### config.mk
export PLATFORM = sky130hd
export DESIGN_NAME = encoder_32to5
export DESIGN_NICKNAME = d
export VERILOG_FILES = /design/src/rtl/encoder_32to5.sv
export SDC_FILE = /design/constraint.sdc
export NUM_CORES = 1
export LEC_CHECK = 0
export ABC_AREA = 1
export ABC_CLOCK_PERIOD_IN_PS = 6500
export BUFFER_PORTS_ARGS = -buffer_cell sky130_fd_sc_hd__clkbuf_2
export CAP_MARGIN = 40
export CORE_MARGIN = 10
export CORE_UTILIZATION = 50
export CTS_CLUSTER_DIAMETER = 120
export CTS_CLUSTER_SIZE = 8
export DETAILED_ROUTE_END_ITERATION = 7
export GPL_ROUTABILITY_DRIVEN = 1
export PLACE_DENSITY = 0.92
export SLEW_MARGIN = 20
export SYNTH_ARGS = -nofsm -noshare
export SYNTH_HDL_FRONTEND = slang
export SYNTH_SLANG_ARGS = --single-unit
### constraint.sdc
create_clock -name clk -period 6.5 [get_ports clk]
set_clock_uncertainty 0.1 [all_clocks]
set_input_delay 0.975 -clock clk [delete_from_list [all_inputs] [get_ports clk]]
set_output_delay 0.975 -clock clk [all_outputs]
set_load 0.1 [all_outputs]
### src/rtl/encoder_32to5.sv
// encoder_32to5: registered 32-to-5 request encoder with a valid/ready output slot.
// Sticky request bits accumulate in a pending vector; one pending index per cycle
// is loaded into the output slot and cleared from the vector.
// Optional build macro: ENCODER_RR_EN selects round-robin instead of lowest-index
// priority (adds a 5-bit rr_ptr that tracks the last loaded index + 1).
module encoder_32to5 (
    input  logic        clk,
    input  logic        rst,
    input  logic [31:0] req_in,
    output logic [4:0]  out_idx,
    output logic        out_valid,
    input  logic        out_ready,
    output logic [31:0] pending
);

    typedef enum logic {
        EMPTY = 1'b0,
        FULL  = 1'b1
    } slot_state_t;

    slot_state_t state_q, state_d;
    logic [31:0] pending_q, pending_d;
    logic [4:0]  out_idx_q, out_idx_d;
    logic        load;
    logic [4:0]  sel_idx;
    logic [31:0] clr_mask;
    logic        any_pending;

    assign any_pending = |pending_q;

`ifdef ENCODER_RR_EN
    logic [4:0]  rr_ptr_q, rr_ptr_d;
    logic [31:0] rot_pending;
    logic [4:0]  rot_off;

    // Rotate pending so that rr_ptr lands at bit 0, then pick the lowest set bit;
    // adding rr_ptr back (mod 32) gives the wrap-around upward search.
    always_comb begin
        rot_pending = (pending_q >> rr_ptr_q) | (pending_q << (6'd32 - {1'b0, rr_ptr_q}));
        rot_off     = 5'd0;
        for (int i = 31; i >= 0; i--) begin
            if (rot_pending[i]) begin
                rot_off = 5'(i);
            end
        end
        sel_idx = rr_ptr_q + rot_off;
    end

    // Pointer moves past the index just loaded; untouched when nothing loads.
    always_comb begin
        rr_ptr_d = rr_ptr_q;
        if (load) begin
            rr_ptr_d = sel_idx + 5'd1;
        end
    end

    // Round-robin pointer register.
    always_ff @(posedge clk) begin
        if (rst) begin
            rr_ptr_q <= 5'd0;
        end else begin
            rr_ptr_q <= rr_ptr_d;
        end
    end
`else
    // Fixed priority: the lowest set pending bit wins.
    always_comb begin
        sel_idx = 5'd0;
        for (int i = 31; i >= 0; i--) begin
            if (pending_q[i]) begin
                sel_idx = 5'(i);
            end
        end
    end
`endif

    // One-hot clear mask on the index being loaded this cycle.
    generate
        for (genvar gi = 0; gi < 32; gi++) begin : g_clr
            assign clr_mask[gi] = load && (sel_idx == 5'(gi));
        end
    endgenerate

    // Slot next-state and load decision; a refill while FULL gives back-to-back transfers.
    always_comb begin
        state_d   = state_q;
        load      = 1'b0;
        out_idx_d = out_idx_q;
        case (state_q)
            EMPTY: begin
                if (any_pending) begin
                    load    = 1'b1;
                    state_d = FULL;
                end
            end
            FULL: begin
                if (out_ready) begin
                    if (any_pending) begin
                        load = 1'b1;
                    end else begin
                        state_d = EMPTY;
                    end
                end
            end
            default: begin
                state_d = EMPTY;
            end
        endcase
        if (load) begin
            out_idx_d = sel_idx;
        end
    end

    // Sets win over the clear of the same bit, so a re-request is served again.
    assign pending_d = (pending_q & ~clr_mask) | req_in;

    // State, slot and pending registers; reset discards everything in flight.
    always_ff @(posedge clk) begin
        if (rst) begin
            state_q   <= EMPTY;
            out_idx_q <= 5'd0;
            pending_q <= 32'h0;
        end else begin
            state_q   <= state_d;
            out_idx_q <= out_idx_d;
            pending_q <= pending_d;
        end
    end

    assign out_valid = (state_q == FULL);
    assign out_idx   = out_idx_q;
    assign pending   = pending_q;

endmodule

* Yosys cells after proc, flatten, opt, wreduce, memory -nomap -nowiden
Cells that the tools add are included.
** Operators by class
- Add/sub/neg operators :: 0
- Multiply operators :: 0
- Divide/modulo/power cells :: 0
- $lt $le $gt $ge :: 0
- Equality and inequality tests :: 31
- Shifts and indexed selects :: 0
- Muxes and demuxes :: 37
- Bitwise operators :: 4
- Reduce and logical (&&, ||, !) cells :: 34
** Operators by type and width (count)
- $mux W5 :: 32
- $eq A5 B5 Y1 const B :: 16
- $eq A5 B4 Y1 const B :: 8
- $and A32 B32 Y32 :: 1
- $logic_and A1 B1 Y1 :: 32
- $not A32 Y32 :: 1
- $or A32 B32 Y32 :: 1
- $reduce_or A32 Y1 :: 1
- $eq A5 B3 Y1 const B :: 4
- $eq A5 B2 Y1 const B :: 2
- $eq A5 B1 Y1 const B :: 1
- $logic_not A5 Y1 :: 1
- $pmux W1 S2 :: 2
- $mux W1 :: 3
- $not A1 Y1 :: 1
** Word-level totals
- Register bits :: 38
- Latch bits :: 0
- Memory bits (writable) :: 0
- ROM bits :: 0
- Input port bits :: 35
- Output and inout bits :: 38
- Logic and storage cells :: 109
- Memories :: 0

* Depth between registers and ports, before layout
Gate-level depths: netlist of run 1.
- Depth in word-level cells :: 37
- Depth in mapped cells :: 35

* Least setup slack after synthesis of run 1
Ideal clock, no wire load.
- Kind :: reg-to-reg
- From :: register pending_q[30] (netlist: pending[30])
- To :: register pending_q[16] (netlist: pending[16])
- Library setup time :: 128 ps
- Arrival time :: 2923 ps
- Slack :: 3350 ps
- Cell stages (with the launch flop) :: 36
- Path buffers :: 0
- Period minus slack after synthesis :: 3150 ps
- Path through :: dfxtp_1 > inv_1 > nand2_1 > nand2_1 > nand2_1 > nand2_1 > nand2_1 > nand2_1 > nand2_1 > nand2_1 > nand2_1 > nand2_1 > nand2_1 > nand2_1 > nand2_1 > nand2_1 > nand2_1 > nand2_1 > nand2_1 > nand2_1 > nand2_1 > nand2_1 > nand2_1 > nand2_1 > nand2_1 > nand2_1 > nand2_1 > nand2_1 > nand2_2 > nand2_4 > nand2_4 > nand2_4 > nand2_4 > nand4_1 > a21oi_1 > nor2_1
** Between the ends
- Word-level cells in the longest chain between the ends :: 36
- Elaborated cells on any way between the ends :: 40
** Ends and longest elaborated chain
- start: declaration :: RTL line 22 : logic [31:0] pending_q, pending_d;
- start signal: assignment :: RTL line 126 : pending_q <= pending_d;
- $mux W5 (31 in series) :: RTL line 70 : if (pending_q[i]) begin
- $eq A5 B5 Y1 :: RTL line 80 : assign clr_mask[gi] = load && (sel_idx == 5'(gi));
- $logic_and A1 B1 Y1 * :: RTL line 80
- $not A32 Y32 * :: RTL line 115 : assign pending_d = (pending_q & ~clr_mask) | req_in;
- $and A32 B32 Y32 * :: RTL line 115
- $or A32 B32 Y32 * :: RTL line 115
Every way passes the cells marked *; elsewhere a longest branch is shown, timed or not.
A chain may end at the register's enable or synchronous reset.

* Final worst setup path of run 1
- From :: register pending_q[30] (netlist: pending[30])
- To :: register pending_q[31] (netlist: pending[31])
The elaborated chain is that of the path after synthesis.

==> metrics.md, run 1 <==
| Metric | Value |
|---|---|
| Outcome | finished clean |
| Max Root-Sink Buffers | 2 |
| Setup Buffers After CTS | 0 |
| Htree depth | 2 |
| Worst path cell trace | nor2_1, inv_1, a311oi_1, o31ai_1, o21ai_0, nand2_1, nand2_1, nand2_1, nand2_1, nand2_1, nand2_1, nand2_1, nand2_1, nand3_1, nand3_1, inv_1, nand4_1, o21ai_0, a21oi_1 |
| Worst vdd ir | 0.1570 mV |
| Cells after Synth | between 200 and 300 |
| CP max-delay cell | nand3_1 |
| Yosys reg bits | 38 |
| GRT Util Overall | 17.69% |
| Largest net degree at the start of global routing | 36 |
| Worst setup margin | 3.648 ns |
| Initial core utilization | around 52% |
| I/O Buffers | between 70 and 80 |
| Hold Vio Cnt, Final | 0 |
| Wire length per cell | 14.41 um |
| Hold WC Path Type | reg -> reg |
| DIE HEIGHT | 82.22 um |
| Area growth syn-to-layout | 24.95% |
| Most used cell, CP | nand2_1 |
| Arr. time, crit path | just under 3 ns |
| # IOs | 73 |
| Layout Nets | between 400 and 500 |
| Dpl ws | 3.804 ns |
| Post-layout util | between 60 and 70% |
| Vias in the first global route | 2,101 |
| First drt pass iteration count | 4 |
| Sw Share | between 40% and 50% |
| Skew-Pair Late Insertion Delay | roughly 0.3 ns |
| # Max-Cap Violations | 0 |
| Synth unique cells | 22 |
| Post-route ant nets | 0 |
| Fmax | 350.6 MHz |
| Setup crit start kind | register |
| Hold Slack | 0.3793 ns |
| Crit path max fanout | 14 |
| Max Slew Vio Count | 0 |
| YS warnings | 0 |
| Leakage Power | 1.308 nW |
| Synthesized area | 0.001936 sq mm |
| Via Count | approximately 2,200 |
| First-pass GRT wire length | approximately 9500 um |
| Dpl hpwl | 4761 um |
| P per Cell Area | 276.3 mW/mm^2 |
| Die Wd | 82.22 um |
| Internal power | 380.3 uW |
| Total die area | 0.006760 sq mm |
| Row Count | 22 |
| Comb pwr share | 35.0% |
| CTS Root Cell | clkbuf_8 |
| Worst setup EP type | register |
| Post-synth net total | 329 |
| Unrepaired setup endpoints after global routing | false |
| Rel. slew slack | around 53% |
| Share of layout cells above drive strength 1 | 23.43% |
| Post-synthesis sequential area ratio | 39.30% |
| TritonCTS clock tree | done |
| Setup TNS | 0 ns |
| Min Clock Period, post-route | 2.852 ns |
| Worst-path clk slew | 0.07 ns |
| Gr ovfl total | 0 |
| CTS Buf Count | 5 |
| Worst-Margin Slew | 0.7049 ns |
| Mapped Avg Cell Area | 6.584 sq um |
| Clock share of power | between 20% and 30% |
| Post-cts sizing count | 0 |
| Final Total Pwr | between 600 and 700 uW |
| # diodes | 0 |
| Switching pwr | roughly 290 uW |
| Final worst-path cycle share | 43.88% |
| Hold_buf cts | 0 |
| CP required | 6.55 ns |
| Initial DRC count | roughly 220 |
| Core Footprint | 0.003716 sq mm |
| Clk sink count | 38 |
| WS Path Type | reg -> reg |
| Drt total wl | around 6000 um |
| Number of remaining DRC errors | 0 |
| Final Setup Violations | 0 |
| Initial antenna violation count | 0 |
| Routed vias/inst | between 5 and 6 |
| Worst stage delay on the critical path | 0.38 ns |
| Routability congestion estimate | 0.9296 |
| Reg power frac | 39.9% |
## layer usage
| metal | GRT usage, % | wire, um |
|---|---|---|
| met1 | 20.10 | 2310 |
| met2 | 29.63 | 2877 |
| met3 | 4.860 | 584 |
| met4 | 9.184 | 206 |
| met5 | 0 | 0 |
## cells in the mapped netlist
cell      instances  share of area (%)
o21bai_1          8                3.1
o31ai_1           1               0.39
o211ai_1          1               0.39
inv_2             2               0.39
o21ai_1           8                2.1
nor4_1            3               0.97
nor2_1           30                5.8
a21oi_1          40                 10
o21ai_0          13                3.4
dfxtp_1          38                 39
nand3_1           7                1.8
a311oi_1          1               0.45
a31oi_1           1               0.32
nand2_1          44                8.5
nand2_4           4                2.3
buf_1             2               0.39
clkbuf_1          3               0.58
inv_1            68                 13
nand4_1          16                5.2
nand2_2           1               0.32
nor3_1            1               0.26
buf_2             2               0.52
## cell families after synthesis
logic type	share of synthesized area, %
buffers and inverters	15.06
DFF	39.30
and+or+nand+nor	25.21
AOI/OAI and AO/OA	20.43
## worst paths after layout
| check | startpoint | end | slack, ns | cells past startpoint |
|---|---|---|---|---|
| hold reg to reg | out_idx[4] | out_idx[4] | 0.38 | 2 |
| setup / recovery | pending[30] | pending[31] | 3.65 | 19 |
| hold / removal | out_idx[4] | out_idx[4] | 0.38 | 2 |
| setup reg to reg | pending[30] | pending[31] | 3.65 | 19 |
## critical path, delay by kind of cell, from the launching register on
kind                   cells  cell delay [ns]
AND/OR/NAND/NOR           12             1.14
AO/OA/AOI/OAI              5             0.66
buffers and inverters      2             0.43
flip-flops                 1             0.36
## layout make-up
cell class	instances	area [sq um]
fill	349	1297
multi-input combinational	179	883.3
timing repair buffer	72	360.3
clock inverter	1	5.005
sequential	38	760.7
inverter	70	262.8
tap	48	60.06
clock buffer	7	86.33
## power groups by stage
stage | clock, mW | combinational, mW | sequential (mW)
floorplan | 0 | 0.0706 | 0.388
global placement | 0 | 0.229 | 0.270
detailed placement | 0 | 0.233 | 0.271
CTS | 0.169 | 0.234 | 0.266
global route | 0.177 | 0.249 | 0.269
finish | 0.167 | 0.234 | 0.267
## placed cells by master, fill, tap and decap left out
master	instances
a21oi_1	40
a311oi_1	1
a31oi_1	1
clkbuf_1	1
clkbuf_2	72
clkbuf_8	6
clkinv_2	1
dfxtp_1	38
inv_1	68
inv_2	2
nand2_1	44
nand2_2	1
nand2_4	4
nand3_1	7
nand4_1	16
nor2_1	30
nor3_1	1
nor4_1	3
o211ai_1	1
o21ai_0	13
o21ai_1	8
o21bai_1	8
o31ai_1	1
## sequential cells by signal (all words and copies together) (netlist names)
signal,count
out_idx,5
out_valid,1
pending,32
## through the flow
step / std cells / cell area, sq um
final: 415 / 2419
after floorplan: 294 / 1936
after CTS: 415 / 2419
after detailed placement: 407 / 2327
after global routing: 415 / 2419
after global placement: 407 / 2327
No activity file was read; power rests on OpenSTA's default activity.
==> run 2: changes to the inputs <==
--- a/config.mk
+++ b/config.mk
@@ -6,16 +6,16 @@
 export NUM_CORES = 1
 export LEC_CHECK = 0
 export ABC_AREA = 1
-export ABC_CLOCK_PERIOD_IN_PS = 6500
+export ABC_CLOCK_PERIOD_IN_PS = 2300
 export BUFFER_PORTS_ARGS = -buffer_cell sky130_fd_sc_hd__clkbuf_2
 export CAP_MARGIN = 40
 export CORE_MARGIN = 10
-export CORE_UTILIZATION = 50
+export CORE_UTILIZATION = 44
 export CTS_CLUSTER_DIAMETER = 120
 export CTS_CLUSTER_SIZE = 8
 export DETAILED_ROUTE_END_ITERATION = 7
 export GPL_ROUTABILITY_DRIVEN = 1
-export PLACE_DENSITY = 0.92
+export PLACE_DENSITY = 0.87
 export SLEW_MARGIN = 20
 export SYNTH_ARGS = -nofsm -noshare
 export SYNTH_HDL_FRONTEND = slang
==> constraint.sdc (replaced) <==
create_clock -name clk -period 2.3 [get_ports clk]
set_clock_uncertainty 0.1 [all_clocks]
set_input_delay 0.345 -clock clk [delete_from_list [all_inputs] [get_ports clk]]
set_output_delay 0.345 -clock clk [all_outputs]
set_load 0.1 [all_outputs]
==> run 2 against run 1 <==
Compared with the run above:
- highest routed layer unchanged
- the flow now finishes with violations (setup timing)
- sequential power increased to 2.8 times the previous value
- critical path type unchanged
- via count rose by 3.8%
- global-route usage decreased by 0.93 points
- combinational power grew to 3.2 times the previous value
- maximum frequency increased by 10%
==> metrics.md, run 2 (synthesis gave the netlist of run 1 again) <==
| Metric | Value |
|---|---|
| WS Path Type | reg -> reg |
| Rel. slew slack | 62.36% (+9.4 points) |
| Wire length per cell | 14.44 um (+0.25%) |
| Outcome | finished with violations |
| Vias in the first global route | 2,174 (+3.5%) |
| Routability congestion estimate | 0.9471 (+1.9%) |
| # IOs | 73 (unchanged) |
| GRT Util Overall | 16.76% (-0.93 points) |
| Crit path buf inv count | 1 (-1) |
| Sw Share | 42.95% (-0.14 points) |
| CTS Root Cell | clkbuf_8 |
| Worst setup EP type | register |
| Fmax | 386.3 MHz (+10%) |
| Core Footprint | 0.004294 sq mm (+16%) |
| Commonest non-fill, non-tap cell in the layout | clkbuf_2 |
| Post-route ant nets | 0 (unchanged) |
| Via Count | 2,255 (+3.8%) |
| Crit path max fanout | 5 (-9) |
| Initial DRC count | 186 (-15%) |
| Largest net degree at the start of global routing | 23 (-36%) |
| Worst vdd ir | 0.3368 mV (+110%) |
| CP delay by family, top | simple AND/OR/NAND/NOR gates |
| Max Slew Vio Count | 0 (unchanged) |
| Final Setup Violations | 33 (+33) |
| Unrepaired setup endpoints after global routing | true |
| I/O Buffers | 72 (unchanged) |
| Hold Slack | 0.1571 ns (-0.2222 ns) |
| Share of layout cells above drive strength 1 | 40.00% (+17 points) |
| Final worst-path cycle share | 112.6% (+69 points) |
| Max Root-Sink Buffers | 2 (unchanged) |
| Drt total wl | 6456 um (+8.0%) |
| Clock share of power | 22.8% (-2.2 points) |
| Leakage Power | 1.453 nW (+11%) |
| Inst Count DP | 438 (+7.6%) |
| Total die area | 0.007452 sq mm (+10%) |
| First-pass GRT wire length | 10,200 um (+7.7%) |
| Area growth syn-to-layout | 42.47% |
| Internal power | 1.106 mW (+190%) |
| Comb pwr share | 38.3% (+3.3 points) |
| Dpl hpwl | 5160 um (+8.4%) |
| Number of remaining DRC errors | 0 (unchanged) |
| Max reg flops | 32 (unchanged) |
| Initial core utilization | 45.08% (-7.0 points) |
| Routed vias/inst | 5.045 (-3.7%) |
| # Max-Cap Violations | 0 (unchanged) |
| Min Clock Period, post-route | 2.589 ns (-0.2630 ns) |
| Worst-Margin Slew | 0.5670 ns (-0.1379 ns) |
| Setup TNS | -7.621 ns (-7.621 ns) |
| TritonCTS clock tree | done |
| Gr ovfl total | 0 (unchanged) |
| CP max-delay cell | dfxtp_4 |
| Clk sink count | 38 (unchanged) |
| Reg power frac | 38.9% (-1.0 points) |
| Arr. time, crit path | 2.65 ns (-0.26 ns) |
| Initial antenna violation count | 0 (unchanged) |
| Worst-path clk slew | 0.07 ns (about the same) |
| DIE HEIGHT | 86.33 um (+5.0%) |
| Layout Nets | 429 (+7.0%) |
| P per Cell Area | 702.8 mW/mm^2 (+150%) |
| Failing checks | setup timing |
| Most used cell, CP | nand2_1 |
| Hold_buf cts | 0 (unchanged) |
| Worst stage delay on the critical path | 0.35 ns (-0.03 ns) |
| Fillers | 362 (+3.7%) |
| Switching pwr | 832.5 uW (+190%) |
| Setup crit start kind | register |
| Worst setup margin | -0.2889 ns (-3.937 ns) |
| Final Total Pwr | 1.938 mW (+190%) |
| Commonest cells after routing, fill and taps aside | clkbuf_2, inv_1, nand2_1 |
| Htree depth | 2 (unchanged) |
| CP required | 2.37 ns (-4.18 ns) |
| Final non-filler cell total | 447 (+7.7%) |
| Die Wd | 86.33 um (+5.0%) |
| CTS Buf Count | 5 (unchanged) |
| First drt pass iteration count | 4 (unchanged) |
| Hold Vio Cnt, Final | 0 (unchanged) |
| # diodes | 0 (unchanged) |
| Row Count | 24 (+9.1%) |
| Hold WC Path Type | in -> reg |
| Skew-Pair Late Insertion Delay | 0.29 ns (about the same) |
[run 2: cell count changes in the layout (fill, tap and decap cells not counted), moves of 7 or more]
cell,delta
buf_4,+27
dfxtp_1,-32
dfxtp_2,+25
dfxtp_4,+7
o21ai_0,-7
[run 2: worst paths after layout]
check / start / end / slack [ns] / cells after the start
setup / recovery: pending[30] / pending[17] / -0.29 / 34
hold / removal: req_in[5] / pending[5] / 0.16 / 3
setup reg to reg: pending[30] / pending[17] / -0.29 / 34
hold reg to reg: out_idx[4] / out_idx[4] / 0.37 / 2
[run 2: cell type report]
cell class,count,area [sq um],share of cell area [%]
well taps,52,65.06,2.359
clock buffers,8,80.08,2.904
repair buffers,100,583.1,21.14
flip-flops and latches,38,818.3,29.67
multi-input cells,179,948.4,34.39
inverters,70,262.8,9.528
[run 2: worst register-to-register path: cells and delay by family, from the launching register on]
family / cells / cell delay [ns]
buf+inv: 1 / 0.04
flops: 1 / 0.35
simple gates: 31 / 1.61
compound gates: 2 / 0.36
[run 2: per-layer routing]
metal  wire [um]  part of all wire, %  GRT usage, %
met1        2616                   41         18.46
met3         472                  7.3         5.535
met5           0                    0             0
met4         200                  3.1         7.511
met2        3167                   49         28.52
[run 2: power groups by stage]
stage / registers [mW] / logic (mW) / clock network (mW)
floorplan: 1.11 / 0.198 / 0
global placement: 0.764 / 0.708 / 0
detailed placement: 0.767 / 0.714 / 0
CTS: 0.752 / 0.733 / 0.452
global route: 0.760 / 0.790 / 0.472
finish: 0.754 / 0.743 / 0.441
[run 2: what timing repair did]
item / in CTS / in global routing
endpoints found under the setup margin: 33 / 34
pin swaps: 5 / 8
resized for setup: 13 / 8
buffers inserted: 1 / 0
[run 2: metrics by stage]
step	utilization, %	instance area [sq um]	worst slack [ns]
floorplan	-	1993	-0.2542
global placement	60.66	2605	-0.1768
detailed placement	60.66	2605	-0.2078
CTS	63.43	2724	-0.2501
global route	64.22	2758	-0.6395
finish	64.22	2758	-0.2889
